--- config.mk ---
export PLATFORM = sky130hd
export DESIGN_NAME = alu_out_serializer
export DESIGN_NICKNAME = d
export VERILOG_FILES = /design/src/rtl/alu_out_serializer.sv
export SDC_FILE = /design/constraint.sdc
export NUM_CORES = 1
export LEC_CHECK = 0
export BUFFER_PORTS_ARGS = -buffer_cell sky130_fd_sc_hd__buf_4
export CORE_MARGIN = 3
export CORE_UTILIZATION = 54
export DETAILED_ROUTE_END_ITERATION = 12
export HOLD_SLACK_MARGIN = 0.05
export PLACE_DENSITY_LB_ADDON = 0.2
export SYNTH_ARGS = -nofsm -noshare
export SYNTH_HDL_FRONTEND = slang
export SYNTH_SLANG_ARGS = --single-unit
--- constraint.sdc ---
create_clock -name CLK -period 2.7 [get_ports CLK]
set_clock_uncertainty 0.1 [all_clocks]
set_input_delay 0.54 -clock CLK [delete_from_list [all_inputs] [get_ports CLK]]
set_output_delay 0.54 -clock CLK [all_outputs]
set_load 0.02 [all_outputs]
--- src/rtl/alu_out_serializer.sv ---
// Captures ALU results into a small FIFO and serializes each word as two bytes
// (low byte first) over a valid/ready byte stream.
module alu_out_serializer #(
  parameter int DATA_WIDTH = 16,
  parameter int DEPTH      = 4
) (
  input  logic                  CLK,
  input  logic                  RST,
  input  logic [DATA_WIDTH-1:0] ALU_OUT,
  input  logic                  OUT_VALID,
  input  logic                  CLR_OVF,
  output logic [7:0]            BYTE_OUT,
  output logic                  BYTE_VALID,
  input  logic                  BYTE_READY,
  output logic                  FULL,
  output logic                  EMPTY,
  output logic                  OVERFLOW,
  output logic                  BUSY
);
  localparam int AW = $clog2(DEPTH);
  localparam logic [AW:0] FULL_CNT = (AW+1)'(DEPTH);

  typedef enum logic [1:0] {IDLE, SEND_LO, SEND_HI} state_t;

  state_t            r_state, w_state_nxt;
  logic [15:0]       r_mem [DEPTH];
  logic [AW-1:0]     r_wptr, r_rptr;
  logic [AW:0]       r_count;
  logic [15:0]       r_hold;
  logic              r_ovf;
  logic [15:0]       w_word;
  logic              w_pop, w_push, w_drop, w_full, w_empty;
  logic [7:0]        w_byte;
  logic              w_bvalid;

  // Only the low 16 bits are ever serialized; narrower results are zero-extended.
  generate
    if (DATA_WIDTH >= 16) begin : g_wide
      assign w_word = ALU_OUT[15:0];
    end else begin : g_narrow
      assign w_word = {{(16-DATA_WIDTH){1'b0}}, ALU_OUT};
    end
  endgenerate

  assign w_full  = (r_count == FULL_CNT);
  assign w_empty = (r_count == '0);
  assign w_push  = OUT_VALID && (!w_full || w_pop);
  assign w_drop  = OUT_VALID && w_full && !w_pop;

  always_comb begin
    w_state_nxt = r_state;
    w_pop       = 1'b0;
    w_bvalid    = 1'b0;
    w_byte      = 8'h00;
    case (r_state)
      IDLE: begin
        if (!w_empty) begin
          w_pop       = 1'b1;
          w_state_nxt = SEND_LO;
        end
      end
      SEND_LO: begin
        w_bvalid = 1'b1;
        w_byte   = r_hold[7:0];
        if (BYTE_READY) w_state_nxt = SEND_HI;
      end
      SEND_HI: begin
        w_bvalid = 1'b1;
        w_byte   = r_hold[15:8];
        if (BYTE_READY) begin
          // Chain straight into the next word so there is no bubble.
          if (!w_empty) begin
            w_pop       = 1'b1;
            w_state_nxt = SEND_LO;
          end else begin
            w_state_nxt = IDLE;
          end
        end
      end
      default: w_state_nxt = IDLE;
    endcase
  end

  always_ff @(posedge CLK or negedge RST) begin
    if (!RST) r_state <= IDLE;
    else      r_state <= w_state_nxt;
  end

  always_ff @(posedge CLK or negedge RST) begin
    if (!RST) begin
      r_wptr  <= '0;
      r_rptr  <= '0;
      r_count <= '0;
      r_hold  <= '0;
    end else begin
      if (w_push) r_wptr <= r_wptr + AW'(1);
      if (w_pop) begin
        r_rptr <= r_rptr + AW'(1);
        r_hold <= r_mem[r_rptr];
      end
      case ({w_push, w_pop})
        2'b10:   r_count <= r_count + (AW+1)'(1);
        2'b01:   r_count <= r_count - (AW+1)'(1);
        default: r_count <= r_count;
      endcase
    end
  end

  always_ff @(posedge CLK) begin
    if (w_push) r_mem[r_wptr] <= w_word;
  end

  // A drop on the same edge as a clear leaves the flag set.
  always_ff @(posedge CLK or negedge RST) begin
    if (!RST)         r_ovf <= 1'b0;
    else if (w_drop)  r_ovf <= 1'b1;
    else if (CLR_OVF) r_ovf <= 1'b0;
  end

  assign BYTE_OUT   = w_byte;
  assign BYTE_VALID = w_bvalid;
  assign FULL       = w_full;
  assign EMPTY      = w_empty;
  assign OVERFLOW   = r_ovf;
  assign BUSY       = (r_state != IDLE);
endmodule

---- Yosys cells after proc, flatten, opt, wreduce, memory -nomap -nowiden ----
Memories as Yosys holds them, arrays and structs flattened. A register that Yosys moved wholly into a read port is not among the register bits.
Cells that the tools add are included.
W data, S select, Z words.
word-level totals
  output and inout port bits .............. 13
  bits in latches ......................... 0
  register bits ........................... 10
  ROM bits ................................ 0
  bits in writable memories ............... 64
  memories kept ........................... 1
  input port bits ......................... 21
operators by class
  muxes and demuxes ....................... 15
  bitwise gates (word level) .............. 0
  divide/modulo/power cells ............... 0
  shift-type cells ........................ 0
  $lt $le $gt $ge ......................... 0
  equality and inequality tests ........... 8
  add/subtract/negate cells ............... 4
  $mul .................................... 0
  reductions and logical operators ........ 14
memory list
  memory  words  bits a word  rd ports  clocked after Yosys merged registers in  wr ports  line  source
  r_mem   4      16           1         1                                        1         26    logic [15:0] r_mem [DEPTH];
operators by type and width
  cell                   number
  $pmux W8 S2            1
  $mux W1                8
  $mux W2                3
  $ne A2 B2 Y1 const B   3
  $pmux W2 S3            1
  $pmux W3 S2            1
  $reduce_bool A2 Y1     3
  $add A2 B1 Y2 const B  2
  $eq A2 B1 Y1 const B   2
  $eq A2 B2 Y1 const B   2
  $add A3 B1 Y3 const B  1
  $eq A3 B3 Y1 const B   1
  $logic_and A1 B1 Y1    3
  $logic_not A1 Y1       3
  $logic_not A3 Y1       1
  $reduce_and A3 Y1      1
  $sub A3 B1 Y3 const B  1
  $logic_not A2 Y1       1
  $pmux W1 S2            1
  $reduce_or A2 Y1       1
  $logic_or A1 B1 Y1     1

---- Longest topological paths before layout ----
Gate-level depths: netlist of the first run.
  word-level depth ........................ 8
  mapped depth ............................ 11
  gate-level depth less buffers ........... 10

---- Least setup slack after synthesis of the first run ----
No wires, ideal clock.
  kind .................................... reg-to-reg
  start point ............................. register r_state[0]
  end point ............................... register r_count[1]
  stages on the path, launching flop included .. 10
  library setup time ...................... 0.079 ns
  arrival time ............................ 2.214 ns
  path slack .............................. 0.306 ns
  cell sequence ........................... dfrtp_1 inv_1 ha_1 a21oi_4 nor2_8 buf_6 nand2_1 fa_1 a2111oi_2 a2bb2oi_1
between the ends
  word-level cells in the longest chain between the ends .. 6
ends and longest elaborated chain
  element                                            line  source
  start: declaration                                 25    state_t r_state, w_state_nxt;
  start signal: assignment                           86    else r_state <= w_state_nxt;
  $eq A2 B2 Y1 or $logic_not A2 Y1 (tied branches)   55    case (r_state)
  $pmux W1 S2 (*)                                    55
  $logic_or A1 B1 Y1                                 47    assign w_push = OUT_VALID && (!w_full || w_pop);
  $logic_and A1 B1 Y1                                47
  $eq A2 B1 Y1 or $eq A2 B2 Y1 (tied branches)       101   case ({w_push, w_pop})
  $pmux W3 S2 or $reduce_bool A2 Y1 (tied branches)  n/a
  end signal: assignment                             102   2'b10: r_count <= r_count + (AW+1)'(1);
  end signal: assignment                             103   2'b01: r_count <= r_count - (AW+1)'(1);
  end signal: assignment                             104   default: r_count <= r_count;
  end: declaration                                   28    logic [AW:0] r_count;
Mark *: on every way between the ends. The rest lies on a longest branch, timed or not.
A chain may end at the register's enable or synchronous reset.

---- Final worst setup path of the first run ----
  start point ............................. register r_state[0]
  end point ............................... output BYTE_OUT[1]
between the ends
  word-level cells in the longest chain between the ends .. 2
ends and longest elaborated chain
  element                                       line  source
  $eq A2 B2 Y1 or $eq A2 B1 Y1 (tied branches)  55
  $pmux W8 S2 (*)                               55
  end: declaration                              12    output logic [7:0] BYTE_OUT,
Marks and branches as above.

==> run_results.csv, run 1 <==
group,metric,value,unit
yosys,synth_seq_area_share,0.670,
power_and_ir_drop,vdd_ir_drop_max,0.572,mV
route,drc,0,
global_routing,grt_use_total,0.171,
worst_setup_path,crit_path_end_kind,"output pin",
placement,place_hpwl,4150,um
power_and_ir_drop,clkPwrFrac,0.169,
yosys,synthDistinctLibCells,38,
global_routing,grt_pass1_vias,1978,
placement,portBuffers,33,
route,postRouteAntennaNets,0,
power_and_ir_drop,sw_frac_of_total,0.341,
clock_tree,postCtsSetupBuffers,0,
clock_tree,cts-resized-gates,0,
yosys,synthArstFlopShare,0.289,
timing,tightest_slew,0.804,ns
die,die_area,8150,um2
timing,hold_viol_final,0,
final_layout,syn_to_final_growth,14.3,%
placement,dp.cells,338,
yosys,yosys_register_bits,90,
power_and_ir_drop,comb_power_share,0.399,
final_layout,drive_above_1_share,0.344,
route,wirelength,6340,um
clock_tree,cts_buffers,9,
worst_setup_path,crit_path_start_kind,"flip-flop",
yosys,syn_area,3840,um2
outcome,status,"finished, final reports clean",
clock_tree,cts_sinks,90,
clock_tree,cts.clk_slew.worst_paths,0.10,ns
power_and_ir_drop,p_sw,1.72,mW
power_and_ir_drop,power_leakage,1.67,nW
clock_tree,clkLatencyLatePin,0.35,ns
worst_setup_path,worstPathArrival,1.77,ns
placement,placed_cell_area,4200,um2
final_layout,n_antenna_cell,0,
timing,fin_ws,0.286,ns
worst_setup_path,crit_type,"flip-flop to output pin",
timing,hold_slack,0.283,ns
yosys,synth-main-ff-cell,"edfxtp_1",
clock_tree,h-tree-depth,3,
timing,maxSlewHeadroom,0.464,
final_layout,instances_no_fill,355,
die,die_x,90.3,um
hold_path,hold_class,"primary input to flip-flop",
power_and_ir_drop,power.density,1150,nW/um2
global_routing,grt-ovfl-total,0,
die,start_util,0.562,
clock_tree,cts_tree,"yes",
yosys,synth_edf_count,64,
timing,setup_violations,0,
yosys,ys_warn_count,0,
placement,dpl_worst_slack,0.358,ns
timing,min_period,2.41,ns
global_routing,grt_pass1_wl,10600,um
final_layout,fin_util,0.642,
die,num_io_pins,34,
power_and_ir_drop,p_total,5.03,mW
global_routing,antenna_found_initial,0,
timing,tns,0,ns
timing,rsz0062_at_grt,"no",
clock_tree,cts.path.max_buffers,2,
yosys,synthCells,209,
die,die-height,90.3,um
yosys,syn_nets,240,
route,first_pass_iters,4,
route,drtIter0Drc,136,
power_and_ir_drop,sequentialPowerShare,0.432,
clock_tree,cts_root_buf,"clkbuf_8",
flow_run,max_cap_violations,0,
final_layout,final_cell_area,4390,um2
route,num_vias,1926,
worst_setup_path,critPathMaxFanout,11,
placement,gp_congestion,0.785,
timing,period_share,0.894,
timing,fmax,0.414,GHz
worst_setup_path,cp.required,2.06,ns
global_routing,grt_max_degree,27,
yosys,avgSynthCellArea,18.4,um2
final_layout,final_nets,285,
die,rows,30,
clock_tree,cts_hold_buf,1,
route,routed_via_density,5.43,
timing,maxSlewViolCount,0,
route,wire_per_inst,17.8,um
die,core_region_area,6830,um2
power_and_ir_drop,p_int,3.31,mW
==> cell usage in the layout (no fill, tap or decap), drive strengths merged, types with 8 or more instances in the layout <==
cell type  count
edfxtp        64
buf           40
dfrtp         26
mux2          18
mux4          16
inv           14
nor2b          9
ha             9
clkbuf         9
nor2           9
a22oi          8
==> cell families after synthesis <==
family,count (synthesis),synth area share
AND/OR/NAND/NOR,33,0.0525
adder cells (fa/ha/maj),10,0.0346
AO/OA/AOI/OAI,22,0.0473
flip-flops,90,0.670
multiplexers,34,0.161
buffers and inverters,16,0.0248
XOR/XNOR,4,0.00913
==> sequential cells by signal, indices dropped and copies added (netlist names) <==
signal / cells
OVERFLOW: 1
r_hold: 16
r_wptr: 2
r_mem: 64
r_state: 2
r_count: 3
r_rptr: 2
==> worst paths after layout <==
path / startpoint / to / slack [ns] / cells past startpoint
setup / recovery: r_state[0] / BYTE_OUT[1] / 0.29 / 6
hold / removal: ALU_OUT[15] / r_mem[0][15] / 0.28 / 1
setup reg to reg: r_state[0] / r_count[1] / 0.37 / 8
hold reg to reg: OVERFLOW / OVERFLOW / 0.41 / 1
max in group asynchronous: RST / r_state[0] / 1.69 / 2
min in group asynchronous: RST / r_count[1] / 0.53 / 2
==> per-layer routing <==
layer	track usage	wire length [um]
met1	0.229	2800
met2	0.276	3210
met3	0.0367	266
met4	0.0689	57
met5	0	0
==> area by class of cell <==
| type | count | area (um2) |
|---|---|---|
| flip-flops and latches | 90 | 2570 |
| clock inverters | 7 | 57.6 |
| well taps | 96 | 120 |
| multi-input cells | 103 | 1170 |
| inverters | 9 | 33.8 |
| repair buffers | 41 | 310 |
| fillers | 498 | 2440 |
| clock buffers | 9 | 124 |
==> synthesized netlist by cell type, types with 3 or more instances <==
library cell,number,share of area
nor2b_1,9,0.015
mux2_2,9,0.026
buf_2,3,0.0039
and2_1,4,0.0065
mux4_2,9,0.053
a22oi_1,8,0.016
mux2_4,8,0.031
ha_1,9,0.029
o21ai_0,3,0.0039
nand3_1,3,0.0039
inv_1,9,0.0088
edfxtp_1,64,0.50
nor2_1,7,0.0068
dfrtp_1,26,0.17
mux4_1,7,0.048
nand2_1,5,0.0049
==> power by group through the flow <==
| stage | logic (mW) | registers (mW) | clock network, mW |
|---|---|---|---|
| floorplan | 1.63 | 2.08 | 0 |
| global placement | 2.00 | 2.19 | 0 |
| detailed placement | 2.04 | 2.21 | 0 |
| CTS | 2.04 | 2.18 | 0.878 |
| global route | 2.18 | 2.23 | 0.934 |
| finish | 2.01 | 2.17 | 0.847 |
==> critical path: stages (launching register included) <==
cell     delay (ns)
dfrtp_1        0.44
inv_1          0.11
ha_1           0.23
buf_4          0.21
a22oi_1        0.10
nor2b_1        0.18
buf_4          0.17
(Power assumes the default switching activity.)
==> run 2, diff against run 1 <==
CORE_UTILIZATION = 59   (was 54)
==> run 2 against run 1 <==
Power grew 3.8%; clock power grew 18%; register-to-register slack lost 0.04 ns; worst hold slack gained 0.0031 ns; global-route usage grew 1.7 points; count of clock-buffer cells in the layout grew 3; sequential power is essentially flat; sequential cell count is the same; combinational power is essentially flat; critical path type unchanged; critical endpoint unchanged; largest power group unchanged.
==> run_results.csv, run 2 (synthesized netlist as in run 1, its figures left out) <==
group,metric,value,unit
hold_path,hold_start,"ALU_OUT[8]",
worst_setup_path,worstPathCellList,"inv_1 > ha_1 > buf_4 > a22oi_1 > nor2b_1 > buf_4",
worst_setup_path,crit_path_start_kind,"flip-flop",
hold_path,hold_class,"primary input to flip-flop",
placement,dpl_worst_slack,0.354,ns
final_layout,drive_above_1_share,0.342,
timing,rsz0062_at_grt,"no",
timing,maxSlewViolCount,0,
timing,period_share,0.906,
clock_tree,cts.path.max_buffers,2,
worst_setup_path,r2r-end,"r_count[2]",
die,rows,28,
route,wire_per_inst,19.2,um
worst_setup_path,timing.rr.start,"r_state[0]",
placement,portBuffers,33,
flow_run,max_cap_violations,0,
clock_tree,clkLatencyLatePin,0.34,ns
timing,tns,0,ns
clock_tree,h-tree-depth,3,
clock_tree,cts_root_buf,"clkbuf_8",
clock_tree,postCtsSetupBuffers,0,
final_layout,syn_to_final_growth,14.9,%
worst_setup_path,reg2regPathDepth,10,
global_routing,grt_use_total,0.188,
timing,fmax,0.409,GHz
route,postRouteAntennaNets,0,
placement,dp.cells,318,
worst_setup_path,critPathMaxStageDelay,0.43,ns
global_routing,grt_pass1_vias,1975,
final_layout,largest_reg_flops,64,
final_layout,final_common_cell,"edfxtp_1",
route,num_vias,1968,
die,start_util,0.630,
outcome,status,"finished, final reports clean",
final_layout,n_antenna_cell,0,
placement,placed_cell_area,4180,um2
hold_path,hold_depth,1,
worst_setup_path,crit_top_cell,"buf_4",
die,die_x,86.7,um
clock_tree,cts-resized-gates,0,
worst_setup_path,cp_slowest_cell,"dfrtp_1",
global_routing,grt_max_degree,27,
final_layout,instances_no_fill,335,
worst_setup_path,worstPathArrival,1.81,ns
final_layout,layout_common_cells,"64 x edfxtp_1, 41 x buf_4, 26 x dfrtp_1",
clock_tree,cts_sinks,90,
timing,fin_ws,0.253,ns
die,num_io_pins,34,
timing,hold_viol_final,0,
route,routed_via_density,5.87,
timing,setup_violations,0,
die,die-height,86.7,um
worst_setup_path,critPathMaxFanout,11,
clock_tree,cts_hold_buf,1,
worst_setup_path,cp.required,2.06,ns
final_layout,reg_top3,"r_mem (64), r_hold (16), r_count (3)",
route,wirelength,6430,um
placement,place_hpwl,4320,um
route,first_pass_iters,4,
hold_path,min_to,"r_mem[3][8]",
final_layout,final_cell_area,4410,um2
route,drc,0,
timing,min_period,2.45,ns
global_routing,grt-ovfl-total,0,
clock_tree,cts.clk_slew.worst_paths,0.09,ns
global_routing,antenna_found_initial,0,
power_and_ir_drop,power.density,1180,nW/um2
clock_tree,cts_tree,"yes",
final_layout,fill_cells,395,
power_and_ir_drop,vdd_ir_drop_max,0.976,mV
timing,maxSlewHeadroom,0.494,
power_and_ir_drop,power_leakage,1.70,nW
die,die_area,7510,um2
final_layout,regMostFlops,"r_mem",
final_layout,final_nets,286,
die,core_region_area,6100,um2
worst_setup_path,r2r_slack,0.33,ns
global_routing,grt_pass1_wl,10400,um
clock_tree,cts_buffers,9,
worst_setup_path,crit_type,"flip-flop to output pin",
route,drtIter0Drc,139,
timing,tightest_slew,0.759,ns
placement,gp_congestion,0.828,
worst_setup_path,crit_path_end_kind,"output pin",
[run 2: critical path: cells and delay by family (launching register included)]
family | cells | cell delay, ns
adders and majority gates | 1 | 0.25
and+or+nand+nor | 1 | 0.09
AOI/OAI and AO/OA | 1 | 0.24
buffers and inverters | 3 | 0.46
DFF | 1 | 0.43
[run 2: power breakdown]
group	total, mW	internal [mW]	switching [mW]
clock	0.999	0.551	0.448
sequential	2.17	1.91	0.263
combinational	2.04	1.06	0.981
[run 2: cell type report]
cell class              instances  area, um2  area share
repair buffers                 42        318      0.0721
inverters                       9       33.8     0.00766
clock buffers                  12        145      0.0329
well taps                      75       93.8      0.0213
clock inverters                 4       77.6      0.0176
multi-input cells             103       1170       0.265
flip-flops and latches         90       2570       0.583
[run 2: worst max-delay path by stage]
stage	start	to
2_1_floorplan	r_state[0]	r_count[1]
3_3_place_gp	r_state[0]	r_count[1]
3_5_place_dp	r_state[0]	r_count[1]
4_1_cts	r_state[0]	BYTE_OUT[5]
5_1_grt	r_state[1]	r_count[2]
6_report	r_state[0]	BYTE_OUT[1]
[run 2: stage by stage]
stage,utilization,hold slack [ns],total power [mW]
after floorplan,-,0.144,3.71
after global placement,0.685,0.365,4.19
after detailed placement,0.685,0.375,4.27
after CTS,0.724,0.273,5.26
after global routing,0.724,0.276,5.50
final,0.724,0.286,5.22
[run 2: metal layers]
metal	GRT usage	part of all wire	vias up
met2	0.293	0.47	57
li1	-	-	902
met5	0	0	-
met3	0.0466	0.048	13
met1	0.260	0.46	996
met4	0.0694	0.020	0
